`config.mk`:
```
export PLATFORM = sky130hd
export DESIGN_NAME = pipeline_hazard_ctrl
export DESIGN_NICKNAME = d
export VERILOG_FILES = /design/src/rtl/pipe_ctrl_pkg.sv /design/src/rtl/pipeline_hazard_ctrl_sat_counter.sv /design/src/rtl/pipeline_hazard_ctrl.sv
export SDC_FILE = /design/constraint.sdc
export NUM_CORES = 1
export LEC_CHECK = 0
export BUFFER_PORTS_ARGS = -buffer_cell sky130_fd_sc_hd__buf_2
export CORE_ASPECT_RATIO = 0.9
export CORE_MARGIN = 2
export CORE_UTILIZATION = 28
export DETAILED_ROUTE_END_ITERATION = 10
export PLACE_DENSITY = 0.44
export SETUP_SLACK_MARGIN = 0.4
export SKIP_LAST_GASP = 1
export SYNTH_ARGS = -nofsm -noshare
export SYNTH_HDL_FRONTEND = slang
export SYNTH_HIERARCHICAL = 1
export SYNTH_SLANG_ARGS = --single-unit
```
`constraint.sdc`:
```
create_clock -name clock -period 3.3 [get_ports clock]
set_input_delay 0.165 -clock clock [delete_from_list [all_inputs] [get_ports clock]]
set_output_delay 0.165 -clock clock [all_outputs]
set_load 0.005 [all_outputs]
```
`src/rtl/pipe_ctrl_pkg.sv`:
```
// Shared types and defaults for the pipeline hazard controller.
// MD_WAIT is only part of the state set when HAZARD_MULDIV_EN is defined.
package pipe_ctrl_pkg;

  localparam int REDIRECT_BUBBLES_DEF = 1;
  localparam int CNT_W_DEF            = 16;
  localparam int BCNT_W               = 2;

  typedef enum logic [1:0] {
    RUN      = 2'd0,
    LU_STALL = 2'd1,
`ifdef HAZARD_MULDIV_EN
    REDIR    = 2'd2,
    MD_WAIT  = 2'd3
`else
    REDIR    = 2'd2
`endif
  } hz_state_e;

endpackage

```
`src/rtl/pipeline_hazard_ctrl_sat_counter.sv`:
```
// Saturating event counter with synchronous clear; sticks at all-ones.
// Latency: count reflects inc one cycle later; no backpressure.
module sat_counter #(
  parameter int W = 16
) (
  input  logic         clock,
  input  logic         reset_n,
  input  logic         inc,
  input  logic         clear,
  output logic [W-1:0] count
);

  always_ff @(posedge clock or negedge reset_n) begin
    if (!reset_n) begin
      count <= '0;
    end else if (clear) begin
      count <= '0;
    end else if (inc && (count != '1)) begin
      count <= count + W'(1);
    end
  end

endmodule

```
`src/rtl/pipeline_hazard_ctrl.sv`:
```
// Pipeline stall/flush sequencer (load-use, redirect, optional mul/div wait via HAZARD_MULDIV_EN).
// Controls are combinational from state and inputs (zero latency); event counters lag one cycle.
module pipeline_hazard_ctrl
  import pipe_ctrl_pkg::*;
#(
  parameter int REDIRECT_BUBBLES = REDIRECT_BUBBLES_DEF,
  parameter int CNT_W            = CNT_W_DEF
) (
  input  logic             clock,
  input  logic             reset_n,
  input  logic             load_use_hz,
  input  logic             redirect,
`ifdef HAZARD_MULDIV_EN
  input  logic             md_busy,
`endif
  output logic             pc_hold,
  output logic             ifid_hold,
  output logic             ifid_flush,
  output logic             idex_flush,
  output logic [CNT_W-1:0] stall_cnt,
  output logic [CNT_W-1:0] flush_cnt
);

  localparam logic [BCNT_W-1:0] BUBBLE_RELOAD = BCNT_W'(REDIRECT_BUBBLES - 1);
  localparam hz_state_e         REDIR_ENTRY   = (REDIRECT_BUBBLES > 1) ? REDIR : RUN;

  hz_state_e         state, state_nxt;
  logic [BCNT_W-1:0] bcnt, bcnt_nxt;
  logic              md_req;
  logic              redirect_acc;

`ifdef HAZARD_MULDIV_EN
  assign md_req = md_busy;
`else
  assign md_req = 1'b0;
`endif

  always_ff @(posedge clock or negedge reset_n) begin
    if (!reset_n) begin
      state <= RUN;
      bcnt  <= '0;
    end else begin
      state <= state_nxt;
      bcnt  <= bcnt_nxt;
    end
  end

  // A redirect always wins and restarts the bubble sequence from any state.
  always_comb begin
    state_nxt = state;
    bcnt_nxt  = bcnt;
    if (redirect) begin
      state_nxt = REDIR_ENTRY;
      bcnt_nxt  = BUBBLE_RELOAD;
    end else begin
      case (state)
        RUN, LU_STALL: begin
`ifdef HAZARD_MULDIV_EN
          if (md_busy) begin
            state_nxt = MD_WAIT;
          end else
`endif
          if ((state == RUN) && load_use_hz) begin
            state_nxt = LU_STALL;
          end else begin
            state_nxt = RUN;
          end
        end
        REDIR: begin
          bcnt_nxt = bcnt - BCNT_W'(1);
          if (bcnt <= BCNT_W'(1)) begin
            state_nxt = RUN;
          end
        end
`ifdef HAZARD_MULDIV_EN
        MD_WAIT: begin
          if (!md_busy) begin
            state_nxt = RUN;
          end
        end
`endif
        default: begin
          state_nxt = RUN;
          bcnt_nxt  = '0;
        end
      endcase
    end
  end

  // Gated by reset_n so an asserted reset silences the controls without waiting for an edge.
  always_comb begin
    pc_hold      = 1'b0;
    ifid_hold    = 1'b0;
    ifid_flush   = 1'b0;
    idex_flush   = 1'b0;
    redirect_acc = 1'b0;
    if (reset_n) begin
      if (redirect) begin
        ifid_flush   = 1'b1;
        idex_flush   = 1'b1;
        redirect_acc = 1'b1;
      end else begin
        case (state)
          RUN: begin
            if (md_req || load_use_hz) begin
              pc_hold    = 1'b1;
              ifid_hold  = 1'b1;
              idex_flush = 1'b1;
            end
          end
          LU_STALL: begin
            if (md_req) begin
              pc_hold    = 1'b1;
              ifid_hold  = 1'b1;
              idex_flush = 1'b1;
            end
          end
          REDIR: begin
            ifid_flush = 1'b1;
          end
`ifdef HAZARD_MULDIV_EN
          MD_WAIT: begin
            if (md_req) begin
              pc_hold    = 1'b1;
              ifid_hold  = 1'b1;
              idex_flush = 1'b1;
            end
          end
`endif
          default: ;
        endcase
      end
    end
  end

  sat_counter #(.W(CNT_W)) u_stall_cnt (
    .clock   (clock),
    .reset_n (reset_n),
    .inc     (pc_hold),
    .clear   (1'b0),
    .count   (stall_cnt)
  );

  sat_counter #(.W(CNT_W)) u_flush_cnt (
    .clock   (clock),
    .reset_n (reset_n),
    .inc     (redirect_acc),
    .clear   (1'b0),
    .count   (flush_cnt)
  );

endmodule

```
==> results of run 1 <==
==> report_power, final <==
group	internal (mW)	leakage, nW	switching, mW	total, mW
sequential	0.407	0.459	0.00299	0.410
combinational	0.0117	0.538	0.0314	0.0432
clock	0.166	0.0443	0.149	0.315
total	0.584	1.04	0.184	0.768
==> critical path, stage by stage (launching register included) <==
cell	delay [ns]
dfrtp_1	0.43
ha_1	0.25
nand4_2	0.15
nor4_4	0.81
nor4_1	0.16
mux2_1	0.35
==> what timing repair did <==
| action | in CTS | in global routing |
|---|---|---|
| resized for setup | 0 | 0 |
| endpoints found under the hold margin | 1 | 0 |
| hold buffers | 1 | 0 |
==> final cells by class <==
type / count / share of cell area, %
timing repair buffer: 42 / 9.447
multi-input combinational: 157 / 45.63
tap: 90 / 4.831
inverter: 6 / 0.9662
sequential: 33 / 35.43
clock buffer: 7 / 3.704
==> cell families (layout without fill, tap and decap cells) <==
| family | count (synthesis) | in the layout | synth area share [%] |
|---|---|---|---|
| other | 1 | 4 | 0.1913 |
| muxes | 8 | 8 | 4.595 |
| AOI/OAI and AO/OA | 49 | 49 | 15.95 |
| buffers and inverters | 17 | 55 | 4.212 |
| adders and majority gates | 2 | 2 | 1.276 |
| and+or+nand+nor | 94 | 94 | 31.65 |
| DFF | 33 | 33 | 42.12 |
==> flip-flops by register name, summed over array words and instances, names as in the netlist <==
| register | count |
|---|---|
| state | 1 |
| u_flush_cnt/count | 16 |
| u_stall_cnt/count | 16 |
==> metrics by stage <==
step	utilization [%]	cell area [um^2]	setup slack, ns	hold WS (ns)
final	34.84	2331	1.029	0.07489
after global routing	34.84	2331	0.8685	0.09023
after CTS	34.84	2331	1.023	0.06754
after detailed placement	33.40	2235	1.028	-0.004726
after global placement	33.40	2235	1.086	-0.005892
after floorplan	-	1972	1.438	-0.1306
==> worst max path at each step <==
| stage | startpoint | end | slack (ns) | cells past startpoint |
|---|---|---|---|---|
| 6_report | u_flush_cnt/count[0] | u_flush_cnt/count[15] | 1.03 | 5 |
| 5_1_grt | u_flush_cnt/count[0] | u_flush_cnt/count[15] | 0.87 | 5 |
| 4_1_cts | u_flush_cnt/count[0] | u_flush_cnt/count[15] | 1.02 | 5 |
| 3_5_place_dp | u_flush_cnt/count[0] | u_flush_cnt/count[15] | 1.03 | 5 |
| 3_3_place_gp | u_flush_cnt/count[0] | u_flush_cnt/count[15] | 1.09 | 5 |
| 2_1_floorplan | state[0] | u_stall_cnt/count[3] | 1.44 | 6 |
==> layout by cell type, fill, tap and decap left out, drive strengths merged <==
| cell type | n |
|---|---|
| clkbuf | 7 |
| nor2 | 8 |
| buf | 41 |
| o21a | 1 |
| and4 | 4 |
| nand3 | 6 |
| mux2 | 8 |
| nor4 | 10 |
| nand3b | 2 |
| or3 | 6 |
| dlygate4sd3 | 1 |
| conb | 4 |
| o31ai | 14 |
| or4 | 14 |
| and2 | 2 |
| inv | 6 |
| nor3b | 1 |
| ha | 2 |
| dfrtp | 33 |
| nor2b | 9 |
| nand4 | 14 |
| o21ai | 8 |
| a21oi | 22 |
| nand2 | 12 |
| and3 | 4 |
| nor3 | 2 |
| o211ai | 2 |
| a211oi | 2 |
==> per-layer routing <==
layer / global-route usage [%] / vias up / part of all wire [%] / wire length [um]
met4: 4.885 / 0 / 1.4 / 72
met5: 0 / - / 0 / 0
met3: 3.358 / 8 / 5.7 / 289
li1: - / 865 / - / -
met2: 19.12 / 51 / 42 / 2145
met1: 20.52 / 874 / 51 / 2574
==> run metrics, run 1 <==
outcome=complete, no violations; Core ar.=6691 um^2; Max Root-Sink Buffers=2; final hold vios=0; initial antenna violation count=0; total chip power=roughly 0.77 mW; Clock Sink Count=33; initial core utilization=29.30%; # fillers=between 700 and 800; IO Count=40; first-pass GRT wire length=about 8500 um; CTS tree=yes; Critical Path Start Type=register; share of layout cells above drive strength 1=between 20% and 30%; Max Clk Rate=around 440 MHz; CP Capture Type=register; Post-synth top cells=33 x dfrtp_1, 22 x a21oi_1, 14 x o31ai_1; worst vdd ir=~0.11 mV; Min-Delay Endpoint=state[0]; Routed wire per std cell=~15 um; Nets=about 250; Worst Path Max Fanout=19; row cnt=28; synthesized area per cell=approximately 9.6 um^2; Slew Limit Fails=0; H-tree depth=2; flop-to-flop setup slack=between 1 and 1.5 ns; Pwr per Cell Area=about 330 nW/um^2; DR vias/cell=5.367; largest net degree at the start of global routing=33; Setup-failing EPs final=0; Tcrit/Tclk final=68.81%; drt pass-1 iters=4; leak pwr=1.042 nW; number of synthesized flops with an enable pin=0; Worst EP required=3.47 ns; hold path startpoint=redirect; worst slew pin tran=~0.87 ns; Placed Cells=roughly 330; Gate Count Post-Synth=roughly 200; Root Driver=clkbuf_8; Residual DRC=0; worst hold path type=in2reg; min Tclk post-route=approximately 2.3 ns; diode count=0; DIE AREA=7689 um^2; Skew-Pair Late Insertion Delay=around 0.28 ns; reg2reg end=u_flush_cnt/count[15]; IO buf count=39; Slew HR=between 40% and 50%; Seq cells post-synth=33; final WL=roughly 5100 um; Cell Area, Synth=1961 um^2; Hold Path Cell Cnt=2; Die X=92.21 um; critical path arrival=between 2 and 2.5 ns; most common cell in the netlist=dfrtp_1; gp weighted congestion=around 0.72; Yosys top cell area share=~42%; sequential cell area fraction in the yosys report=a little over two fifths; die height=roughly 83 um; Worst-path clk slew=~0.070 ns; RSZ-0062 raised after global routing=no; FF+latch area=825.8 um^2; crit path kind=reg2reg; post-route antenna net violation count=0; DR iter-0 viols=114; CTS Buf Count=5; ys async rst share=100.0%; Cell variety after synth=34; Max Cap Viol=0; P&R area growth vs syn=18.89%; gr ovfl total=0; Post-CTS Setup Bufs=0; setup_tns=0 ns; detailed placement HPWL=around 3400 um; fin cells=roughly 340; area occupied by multi-input gates=around 1100 um^2; reg-to-reg startpoint=u_flush_cnt/count[0]; Synth area leader=dfrtp_1; Overall Global Routing Usage=roughly 14%; Yosys warnings=6; synth top area cells=dfrtp_1 42%, a21oi_1 5.6%, o31ai_1 5.4%, mux2_1 4.6%, nand4_1 3.8%; DR vias=1798; Main synth FF type=dfrtp_1; Clock Skew=0.005273 ns; Reg2Reg Depth=5; vias in the first global route=~1600
Note: power is estimated with default switching activity, not from simulation.
==> run 2: changes to the inputs <==
--- a/config.mk
+++ b/config.mk
@@ -10,7 +10,7 @@
 export CORE_MARGIN = 2
 export CORE_UTILIZATION = 28
 export DETAILED_ROUTE_END_ITERATION = 10
-export PLACE_DENSITY = 0.44
+export PLACE_DENSITY = 0.46
 export SETUP_SLACK_MARGIN = 0.4
 export SKIP_LAST_GASP = 1
 export SYNTH_ARGS = -nofsm -noshare
==> constraint.sdc (replaced) <==
create_clock -name clock -period 2.03 [get_ports clock]
set_input_delay 0.1015 -clock clock [delete_from_list [all_inputs] [get_ports clock]]
set_output_delay 0.1015 -clock clock [all_outputs]
set_load 0.005 [all_outputs]
==> run 2 against run 1 <==
Effect of this change: die area unchanged; first-iteration DRC count down 46%; maximum frequency up 26%.
==> run metrics, run 2 (synthesis gave the netlist of run 1 again) <==
leak pwr=1.351 nW (+30%); DR vias/cell=5.220 (-2.7%); IO buf count=39 (unchanged); design area=3153 um^2 (+35%); Residual DRC=0 (unchanged); Hold Path Cell Cnt=2 (unchanged); gp weighted congestion=0.7044 (-2.5%); DR vias=2020 (+12%); IO Count=40 (unchanged); final WL=6093 um (+20%); DP Worst Slack=0.1949 ns (-0.8327 ns); row cnt=28 (unchanged); Max Cap Viol=0 (unchanged); Clock Sink Count=33 (unchanged); H-tree depth=2 (unchanged); critical path arrival=1.97 ns (-0.47 ns); FF+latch area=829.5 um^2 (+0.45%); CTS tree=yes; WP buf/inv=0 (unchanged); post-route antenna net violation count=0 (unchanged); drt pass-1 iters=4 (unchanged); outcome=complete, no violations; area occupied by multi-input gates=1366 um^2 (+28%); Setup-failing EPs final=0 (unchanged); Slew Limit Fails=0 (unchanged); Overall Global Routing Usage=15.41% (+1.6 points); Worst EP required=2.20 ns (-1.27 ns); DP Area=2340 um^2 (+4.7%); largest net degree at the start of global routing=20 (-39%); Max Root-Sink Buffers=2 (unchanged); gr ovfl total=0 (unchanged); Placed Cells=337 (+3.1%); commonest non-fill, non-tap cell in the layout=buf_2; Core ar.=6691 um^2 (unchanged); Tcrit/Tclk final=88.99% (+20 points); reg2reg end=u_stall_cnt/count[13]; vias in the first global route=1856 (+17%); Skew-Pair Late Insertion Delay=0.29 ns (about the same); CP Capture Type=register; fin cells=387 (+16%); RSZ-0062 raised after global routing=yes; Critical Path Start Type=register; Clock Skew=0.007034 ns (+0.001761 ns); top flop regs=u_flush_cnt/count (16), u_stall_cnt/count (16), state (1); worst vdd ir=0.2472 mV (+130%); total chip power=1.442 mW (+88%); Nets=302 (+20%); Min-Delay Endpoint=state[0]; min Tclk post-route=1.807 ns (-0.4641 ns); hold path startpoint=redirect; P&R area growth vs syn=60.82%; setup_tns=0 ns (unchanged); DIE AREA=7689 um^2 (unchanged); Die X=92.21 um (unchanged); flop-to-flop setup slack=0.22 ns (-0.81 ns); crit path kind=reg2reg; worst slew pin tran=0.7068 ns (-0.1644 ns); # fillers=650 (-7.4%); initial core utilization=29.30% (unchanged); Routed wire per std cell=15.74 um (+3.8%); worst hold path type=in2reg; CTS Buf Count=5 (unchanged); initial antenna violation count=0 (unchanged); reg-to-reg startpoint=u_stall_cnt/count[0]; Reg2Reg Depth=4 (-1); Max stage delay on crit path=0.42 ns (-0.39 ns); final hold vios=0 (unchanged); Max Clk Rate=553.5 MHz (+26%); Crit-path slowest cell=dfrtp_1; Top delay family on crit path=simple AND/OR/NAND/NOR gates; DR iter-0 viols=62 (-46%); most frequent cells in the layout=39 x buf_2, 35 x buf_4, 30 x dfrtp_1, 14 x a21oi_2, 13 x buf_6; first-pass GRT wire length=9515 um (+12%); Worst Path Max Fanout=5 (-14); share of layout cells above drive strength 1=55.56% (+28 points); Slew HR=52.83% (+11 points); crit-path cells=and4_4 -> nand4_1 -> nor4_2 -> mux2_1; Worst-path clk slew=0.07 ns (about the same); Final WS setup=0.2234 ns (-0.8059 ns); diode count=0 (unchanged); detailed placement HPWL=3648 um (+7.7%); Pwr per Cell Area=457.2 nW/um^2 (+39%); Root Driver=clkbuf_8; die height=83.39 um (unchanged)
## run 2: cell count changes in the layout (fill, tap and decap cells not counted), sizes merged
cell	previous run	this run
buf	41	90
bufinv	0	1
clkbuf	7	8
inv	6	7
## run 2: layout make-up
class | count | share of cell area [%]
sequential | 33 | 26.31
inverter | 6 | 0.9524
clock inverter | 1 | 0.9524
multi-input combinational | 157 | 43.33
timing repair inverter | 1 | 0.2778
timing repair buffer | 92 | 21.87
clock buffer | 7 | 2.738
tap | 90 | 3.571
## run 2: stage by stage
stage	utilization (%)	hold WS, ns
after floorplan	-	-0.1941
after global placement	34.97	0.1648
after detailed placement	34.97	0.1569
after CTS	41.96	0.004066
after global routing	47.12	0.008276
final	47.12	0.008762
## run 2: worst max-delay path by stage
stage	from	endpoint	slack, ns	cells past startpoint
floorplan	state[0]	u_stall_cnt/count[3]	0.28	6
global placement	u_flush_cnt/count[1]	u_flush_cnt/count[3]	0.22	6
detailed placement	u_flush_cnt/count[1]	u_flush_cnt/count[3]	0.19	6
CTS	u_flush_cnt/count[0]	u_flush_cnt/count[11]	0.27	7
global route	u_stall_cnt/count[0]	u_stall_cnt/count[13]	0.17	4
finish	u_stall_cnt/count[0]	u_stall_cnt/count[13]	0.22	4
## run 2: power by group
group	internal (mW)	total, mW	switching (mW)
clock	0.401	0.658	0.258
combinational	0.0469	0.118	0.0709
sequential	0.661	0.666	0.00461
## run 2: routing by layer
metal	track usage (%)	wire, um	up-vias
li1	-	-	972
met1	21.81	3029	1008
met2	23.20	2830	34
met3	3.267	159	6
met4	5.292	74	0
met5	0	0	-
## run 2: timing repair
item	in CTS	in global routing
cloned	1	1
endpoints found under the hold margin	33	0
pin swaps	28	38
hold buffers	1	0
buffers inserted	23	16
endpoints found under the setup margin	29	32
gates resized for setup	33	46
